$ cat config.mk
export PLATFORM = sky130hd
export DESIGN_NAME = map_access_arbiter_flat
export DESIGN_NICKNAME = d
export VERILOG_FILES = /design/src/rtl/map_access_arbiter_pkg.sv /design/src/rtl/map_access_arbiter_if.sv /design/src/rtl/map_access_arbiter_rr_arbiter2.sv /design/src/rtl/map_access_arbiter.sv /design/src/flat_wrapper.sv
export SDC_FILE = /design/constraint.sdc
export NUM_CORES = 1
export LEC_CHECK = 0
export ABC_AREA = 1
export BUFFER_PORTS_ARGS = -buffer_cell sky130_fd_sc_hd__buf_2
export CORE_AREA = 2 2 176 178
export DETAILED_ROUTE_END_ITERATION = 8
export DIE_AREA = 0 0 178 180
export GPL_TIMING_DRIVEN = 0
export PLACE_DENSITY = 0.68
export SETUP_SLACK_MARGIN = 0.5
export SKIP_CTS_REPAIR_TIMING = 1
export SLEW_MARGIN = 0
export SYNTH_ARGS = -nofsm -noshare
export SYNTH_HDL_FRONTEND = slang
export SYNTH_SLANG_ARGS = --single-unit
$ cat constraint.sdc
create_clock -name CLOCK_50 -period 2.8 [get_ports CLOCK_50]
set_input_delay 0.14 -clock CLOCK_50 [delete_from_list [all_inputs] [get_ports CLOCK_50]]
set_output_delay 0.14 -clock CLOCK_50 [all_outputs]
set_load 0.03 [all_outputs]
$ cat src/rtl/map_access_arbiter_pkg.sv
// Shared widths, tile/state enums and the row-word nibble insert helper
// for the tile-map access arbiter.
package map_pkg;

  localparam int unsigned ROW_W    = 5;
  localparam int unsigned COL_W    = 6;
  localparam int unsigned TILE_W   = 4;
  localparam int unsigned WORD_MAX = TILE_W << COL_W;

  typedef enum logic [3:0] {
    EMPTY  = 4'd0,
    WALL   = 4'd1,
    PELLET = 4'd2,
    POWER  = 4'd3
  } tile_t;

  typedef enum logic [2:0] {
    IDLE,
    RD_ISSUE,
    RD_WAIT,
    WRITE,
    DONE
  } arb_state_t;

  // Works on the widest possible row word; callers keep the low 4*COLS bits.
  function automatic logic [WORD_MAX-1:0] tile_insert(
    input logic [WORD_MAX-1:0] word,
    input logic [COL_W-1:0]    col,
    input logic [TILE_W-1:0]   code
  );
    logic [WORD_MAX-1:0] w;
    w = word;
    w[{col, 2'b00} +: TILE_W] = code;
    return w;
  endfunction

endpackage

$ cat src/rtl/map_access_arbiter_if.sv
// Two-client tile request/ack bus between the game FSMs and the map arbiter.
// Client fields are packed {c1, c0}.
interface map_access_arbiter_if;

  logic [1:0]  req;
  logic [1:0]  we;
  logic [9:0]  row;
  logic [11:0] col;
  logic [7:0]  wdata;
  logic [1:0]  ack;
  logic [7:0]  rdata;
  logic        err;

  modport master (
    output req, we, row, col, wdata,
    input  ack, rdata, err
  );

  modport slave (
    input  req, we, row, col, wdata,
    output ack, rdata, err
  );

endinterface

$ cat src/rtl/map_access_arbiter_rr_arbiter2.sv
// Two-way round-robin grant; on a tie the client that did not win last time
// is chosen. last_grant resets to 1 so client 0 wins the first tie.
module rr_arbiter2 (
  input  logic       clk,
  input  logic       reset,
  input  logic [1:0] i_req,
  input  logic       i_accept,
  output logic       o_valid,
  output logic       o_grant
);

  logic r_last_grant;

  always_comb begin
    o_valid = |i_req;
    o_grant = (i_req == 2'b11) ? ~r_last_grant : i_req[1];
  end

  always_ff @(posedge clk) begin
    if (reset) begin
      r_last_grant <= 1'b1;
    end else if (i_accept && o_valid) begin
      r_last_grant <= o_grant;
    end
  end

endmodule

$ cat src/rtl/map_access_arbiter.sv
// Shares the tile-map RAM read port between VGA (priority) and two game
// clients doing tile reads / read-modify-writes. Optional PELLET_COUNT_EN
// adds a pellet counter (pellets_left, level_clear).
module map_access_arbiter
  import map_pkg::*;
#(
  parameter int unsigned ROWS        = 30,
  parameter int unsigned COLS        = 40,
  parameter int unsigned RD_LAT      = 1,
  parameter logic [3:0]  PELLET_CODE = 4'd2,
  parameter logic [9:0]  PELLET_INIT = 10'd0
) (
  input  logic              CLOCK_50,
  input  logic              reset,
  input  logic              vga_busy,
  input  logic [4:0]        vga_row,
  map_access_arbiter_if.slave bus,
  output logic [4:0]        map_rdaddress,
  output logic              map_rden,
  output logic [4:0]        map_wraddress,
  output logic              map_wren,
  output logic [4*COLS-1:0] map_data,
  input  logic [4*COLS-1:0] map_q
`ifdef PELLET_COUNT_EN
  ,
  output logic [9:0]        pellets_left,
  output logic              level_clear
`endif
);

  localparam logic [5:0] ROWS_L = 6'(ROWS);
  localparam logic [6:0] COLS_L = 7'(COLS);

  arb_state_t          r_state;
  logic                r_gnt;
  logic [4:0]          r_row;
  logic [5:0]          r_col;
  logic                r_we;
  logic [3:0]          r_wdata;
  logic [3:0]          r_tile;
  logic [1:0]          r_cnt;
  logic [1:0]          r_ack;
  logic [7:0]          r_rdata;
  logic                r_err;

  logic                w_gnt_valid;
  logic                w_gnt;
  logic [4:0]          w_req_row;
  logic [5:0]          w_req_col;
  logic                w_oor;
  logic [WORD_MAX-1:0] w_q_ext;
  logic [3:0]          w_q_tile;
  logic [WORD_MAX-1:0] w_ins;
  logic                w_unused_cfg;

  rr_arbiter2 u_rr (
    .clk      (CLOCK_50),
    .reset    (reset),
    .i_req    (bus.req),
    .i_accept (r_state == IDLE),
    .o_valid  (w_gnt_valid),
    .o_grant  (w_gnt)
  );

  always_comb begin
    w_req_row = w_gnt ? bus.row[9:5]  : bus.row[4:0];
    w_req_col = w_gnt ? bus.col[11:6] : bus.col[5:0];
    w_oor     = ({1'b0, w_req_row} >= ROWS_L) || ({1'b0, w_req_col} >= COLS_L);
    w_q_ext   = '0;
    w_q_ext[4*COLS-1:0] = map_q;
    w_q_tile  = w_q_ext[{r_col, 2'b00} +: 4];
    w_ins     = tile_insert(w_q_ext, r_col, r_wdata);
  end

  assign map_rdaddress = vga_busy ? vga_row : r_row;
  assign map_rden      = 1'b1;
  assign bus.ack       = r_ack;
  assign bus.rdata     = r_rdata;
  assign bus.err       = r_err;
  assign w_unused_cfg  = ^{PELLET_CODE, PELLET_INIT, w_ins};

  always_ff @(posedge CLOCK_50) begin
    if (reset) begin
      r_state       <= IDLE;
      r_gnt         <= 1'b0;
      r_row         <= '0;
      r_col         <= '0;
      r_we          <= 1'b0;
      r_wdata       <= '0;
      r_tile        <= '0;
      r_cnt         <= '0;
      r_ack         <= '0;
      r_err         <= 1'b0;
      r_rdata       <= '0;
      map_wren      <= 1'b0;
      map_wraddress <= '0;
      map_data      <= '0;
    end else begin
      r_ack    <= '0;
      r_err    <= 1'b0;
      map_wren <= 1'b0;
      unique case (r_state)
        IDLE: begin
          if (w_gnt_valid) begin
            r_gnt   <= w_gnt;
            r_row   <= w_req_row;
            r_col   <= w_req_col;
            r_we    <= bus.we[w_gnt];
            r_wdata <= w_gnt ? bus.wdata[7:4] : bus.wdata[3:0];
            if (w_oor) begin
              r_state <= DONE;
              r_ack[w_gnt] <= 1'b1;
              r_err   <= 1'b1;
              r_rdata[{w_gnt, 2'b00} +: 4] <= '0;
            end else begin
              r_state <= RD_ISSUE;
            end
          end
        end
        RD_ISSUE: begin
          if (!vga_busy) begin
            r_state <= RD_WAIT;
            r_cnt   <= 2'(RD_LAT);
          end
        end
        RD_WAIT: begin
          r_cnt <= r_cnt - 2'd1;
          if (r_cnt == 2'd1) begin
            r_tile <= w_q_tile;
            if (r_we) begin
              r_state       <= WRITE;
              map_wren      <= 1'b1;
              map_wraddress <= r_row;
              map_data      <= w_ins[4*COLS-1:0];
            end else begin
              r_state <= DONE;
              r_ack[r_gnt] <= 1'b1;
              r_rdata[{r_gnt, 2'b00} +: 4] <= w_q_tile;
            end
          end
        end
        WRITE: begin
          r_state <= DONE;
          r_ack[r_gnt] <= 1'b1;
          r_rdata[{r_gnt, 2'b00} +: 4] <= r_tile;
        end
        DONE: begin
          r_state <= IDLE;
        end
        default: begin
          r_state <= IDLE;
        end
      endcase
    end
  end

`ifdef PELLET_COUNT_EN
  logic [9:0] r_pellets;

  always_ff @(posedge CLOCK_50) begin
    if (reset) begin
      r_pellets <= PELLET_INIT;
    end else if (r_state == WRITE && r_tile == PELLET_CODE &&
                 r_wdata != PELLET_CODE && r_pellets != '0) begin
      r_pellets <= r_pellets - 10'd1;
    end
  end

  assign pellets_left = r_pellets;
  assign level_clear  = (r_pellets == '0);
`endif

endmodule

$ cat src/flat_wrapper.sv
// flat-port wrapper written by rule: the top's interface ports become plain ports
module map_access_arbiter_flat import map_pkg::*;
#(
  parameter int unsigned ROWS        = 30,
  parameter int unsigned COLS        = 40,
  parameter int unsigned RD_LAT      = 1,
  parameter logic [3:0]  PELLET_CODE = 4'd2,
  parameter logic [9:0]  PELLET_INIT = 10'd0
)
  (CLOCK_50, reset, vga_busy, vga_row, map_rdaddress, map_rden, map_wraddress, map_wren, map_data, map_q, bus_req, bus_we, bus_row, bus_col, bus_wdata, bus_ack, bus_rdata, bus_err);
  map_access_arbiter_if bus_i ();
  input  logic CLOCK_50;
  input  logic reset;
  input  logic vga_busy;
  input  logic [4:0] vga_row;
  output logic [4:0] map_rdaddress;
  output logic map_rden;
  output logic [4:0] map_wraddress;
  output logic map_wren;
  output logic [4*COLS-1:0] map_data;
  input  logic [4*COLS-1:0] map_q;
  input wire logic [$bits(bus_i.req)-1:0] bus_req;
  input wire logic [$bits(bus_i.we)-1:0] bus_we;
  input wire logic [$bits(bus_i.row)-1:0] bus_row;
  input wire logic [$bits(bus_i.col)-1:0] bus_col;
  input wire logic [$bits(bus_i.wdata)-1:0] bus_wdata;
  output wire logic [$bits(bus_i.ack)-1:0] bus_ack;
  output wire logic [$bits(bus_i.rdata)-1:0] bus_rdata;
  output wire logic [$bits(bus_i.err)-1:0] bus_err;
  assign bus_i.req = bus_req;
  assign bus_i.we = bus_we;
  assign bus_i.row = bus_row;
  assign bus_i.col = bus_col;
  assign bus_i.wdata = bus_wdata;
  assign bus_ack = bus_i.ack;
  assign bus_rdata = bus_i.rdata;
  assign bus_err = bus_i.err;
  map_access_arbiter #(.ROWS(ROWS), .COLS(COLS), .RD_LAT(RD_LAT), .PELLET_CODE(PELLET_CODE), .PELLET_INIT(PELLET_INIT)) u_core (.CLOCK_50(CLOCK_50), .reset(reset), .vga_busy(vga_busy), .vga_row(vga_row), .bus(bus_i), .map_rdaddress(map_rdaddress), .map_rden(map_rden), .map_wraddress(map_wraddress), .map_wren(map_wren), .map_data(map_data), .map_q(map_q));
endmodule
==> impl_metrics.tcl <==
set metrics [dict create \
    slowest_stage "dfxtp_4" \
    clock_sinks 204 \
    yosysWarnings 0 \
    relSlewSlack 0.2262 \
    hold_path.class "in -> reg" \
    wl_met2_microns 30050 \
    ys.flop_type "dfxtp_1" \
    synth_edf_count 0 \
    routed_wl_microns 67060 \
    die_x_microns 178 \
    antenna_cells 0 \
    port_buffers 382 \
    synth_area_sq_um 11930 \
    holdWs_ps -22.86 \
    setup_viol 0 \
    drv_slew 0 \
    vias 16400 \
    postPlaceCellArea_sq_um 14370 \
    start_util 0.3952 \
    grt_max_degree 13 \
    htree_num_levels 1 \
    coreArea_sq_um 30190 \
    status "finished, violations left" \
    syn_nets 2097 \
    ys_types 36 \
    nFillCells 2886 \
    ios 385 \
    via_per_inst 5.658 \
    violations "negative hold slack" \
    grt_pass1_wl_microns 90510 \
    cts_root_buffer "clkbuf_16" \
    drive_above_1_share 0.3136 \
    wl_met3_microns 6554 \
    synth.avg_cell_area_sq_um 6.313 \
    worstPathArrival_ps 3040 \
    top_layer_used "met4" \
    path_cells "buf_12 -> inv_16 -> buf_12 -> ha_4 -> or2_4 -> nand2_4 -> inv_4 -> buf_12 -> buf_8 -> buf_4 -> nor3_4 -> nand2_2 -> a21oi_1 -> nor2_1" \
    cts_tree "done" \
    rr_worst_depth 14 \
    die_y_microns 180 \
    drc 0 \
    netlist_instances 1890 \
    cp_max_fo 7 \
    numCtsBuffers 23 \
    critical_path.top_delay_family "simple AND/OR/NAND/NOR gates" \
    insertion_delay_ps 540 \
    max-vdd-ir-drop_mv 0.5285 \
    fin_tns_setup_ps 0 \
    grt-ovfl-total 0 \
    path_clk_slew_ps 60 \
    rr_startpoint "u_core.r_col[0]" \
    startpoint_type "flop" \
    yosys-top-cells-count "529 x nand2_1, 253 x inv_1, 204 x dfxtp_1" \
    ys_async_sr_fraction 0 \
    dp_hpwl_microns 51250 \
    period_share 0.9336 \
    fin_util 0.6009 \
    path_class "reg -> reg" \
    worst_pin_slew_ps 1161 \
    max_stage_delay_ps 390 \
    path_buf_inv 7 \
    cp_common_cell "buf_12" \
    timing.critical_path.to "u_core.map_data[63]" \
    antenna_found_initial 0 \
    synth_top_area_cell "dfxtp_1" \
    crit_path_start "u_core.r_col[0]" \
    reg2reg_to "u_core.map_data[63]" \
    grt_pass1_vias 14350 \
    drtIter0Drc 1661 \
    synth_seq_cells 204 \
    postRouteAntennaNets 0 \
    critical_path_required_ps 3220 \
    synth_most_common_cell "nand2_1" \
    layout.nets 2694 \
    grt_usage 0.3827 \
    yosysSeqAreaShare 0.3423 \
    p_leak_nw 9.146 \
    p_total_mw 14.69 \
    post-route-min-period_ps 2614 \
    synth.top_cell.area_share 0.3423 \
    fmax_ghz 0.3826 \
    rrSetupSlack_ps 190 \
    rows 64 \
    drtPass1Iterations 8 \
    dieArea_sq_um 32040 \
    wl_per_cell_microns 23.13 \
    rsz0062_at_grt "yes" \
    wirelength_met1_microns 26240 \
    yosys-top-cells-area "dfxtp_1 34%, nand2_1 17%, inv_1 8.0%, o211ai_1 7.3%, nand3_1 6.7%" \
    syn2layout_area_growth_pct 52.03 \
    worstSetupPathDepth 14 \
    fin_area_sq_um 18140 \
    power.density_nw_per_um2 809.8 \
    fin_skew_ps 19.24 \
    gp_congestion 1.019 \
    end_kind "flop" \
    cts_buffer_depth 3 \
    maxCapViolations 0 \
    finalHoldViolations 5 \
]
tightest hold or removal path, stage by stage:
cell and delay (ps):
buf_2 90, nand2_1 50, nand3_1 60, o211ai_1 80
inv_1 60
kinds of logic (layout without fill, tap and decap cells):
logic type      after synthesis  in the layout  synth area share
compound gates              425            425            0.2151
flops                       204            204            0.3423
simple gates                873            874            0.3126
fa+ha+maj                     5              5          0.005243
buf+inv                     382            994            0.1245
other cells                   1              1         0.0003143
registers in the layout, indices dropped and copies added, names as in the netlist:
name,count
u_core.bus.ack,2
u_core.bus.err,1
u_core.bus.rdata,8
u_core.map_data,160
u_core.map_wraddress,5
u_core.map_wren,1
u_core.r_cnt,2
u_core.r_col,6
u_core.r_gnt,1
u_core.r_row,5
u_core.r_state,3
u_core.r_tile,4
u_core.r_wdata,4
u_core.r_we,1
u_core.u_rr.r_last_grant,1
cell usage in the layout (no fill, tap or decap), drive strengths merged, types with 21 or more instances in the layout:
cell / count
nand2: 541
buf: 493
inv: 271
dfxtp: 204
nand3: 159
o21ai: 150
o211ai: 116
nor2: 115
clkbuf: 113
dlygate4sd3: 109
a31oi: 77
a21oi: 66
nor3: 33
or2: 21
where the power goes:
group,switching (mW),internal [mW]
logic,5.47,2.88
registers,0.223,3.14
clock network,1.26,1.72
stage by stage:
step,hold slack (ps),cells,worst slack [ps]
after floorplan,278.4,1890,511.2
after global placement,407.0,2668,-543.3
after detailed placement,417.9,2668,-525.8
after CTS,-132.8,2709,-537.2
after global routing,1.044,2899,179.9
final,-22.86,2899,186.1
final cells by class:
| type | count | area [sq um] | share of cell area |
|---|---|---|---|
| clock buffer | 35 | 660.6 | 0.03642 |
| timing repair buffer | 570 | 3787 | 0.2088 |
| multi-input combinational | 1305 | 7257 | 0.4001 |
| clock inverter | 6 | 62.56 | 0.003449 |
| tap | 396 | 495.5 | 0.02731 |
| timing repair inverter | 1 | 8.758 | 0.0004828 |
| inverter | 272 | 1114 | 0.06139 |
| buffer | 110 | 663.1 | 0.03656 |
| sequential | 204 | 4091 | 0.2255 |
per-layer routing:
metal | track usage | up-vias
met2 | 0.6109 | 1098
met5 | 0 | -
met1 | 0.4943 | 7624
met3 | 0.06937 | 249
met4 | 0.1882 | 0
li1 | - | 7432
how the worst min path moves through the flow:
stage	start	slack, ps	end	cells after the start
3_3_place_gp	bus_row[0]	410	u_core.r_row[0]	3
5_1_grt	map_q[158]	1	u_core.map_data[158]	5
3_5_place_dp	bus_row[0]	420	u_core.r_row[0]	3
6_report	map_q[150]	-20	u_core.map_data[150]	5
4_1_cts	bus_we[0]	-130	u_core.r_we	3
2_1_floorplan	map_q[62]	280	u_core.map_data[62]	2
Power figures use the tool's default switching activity.
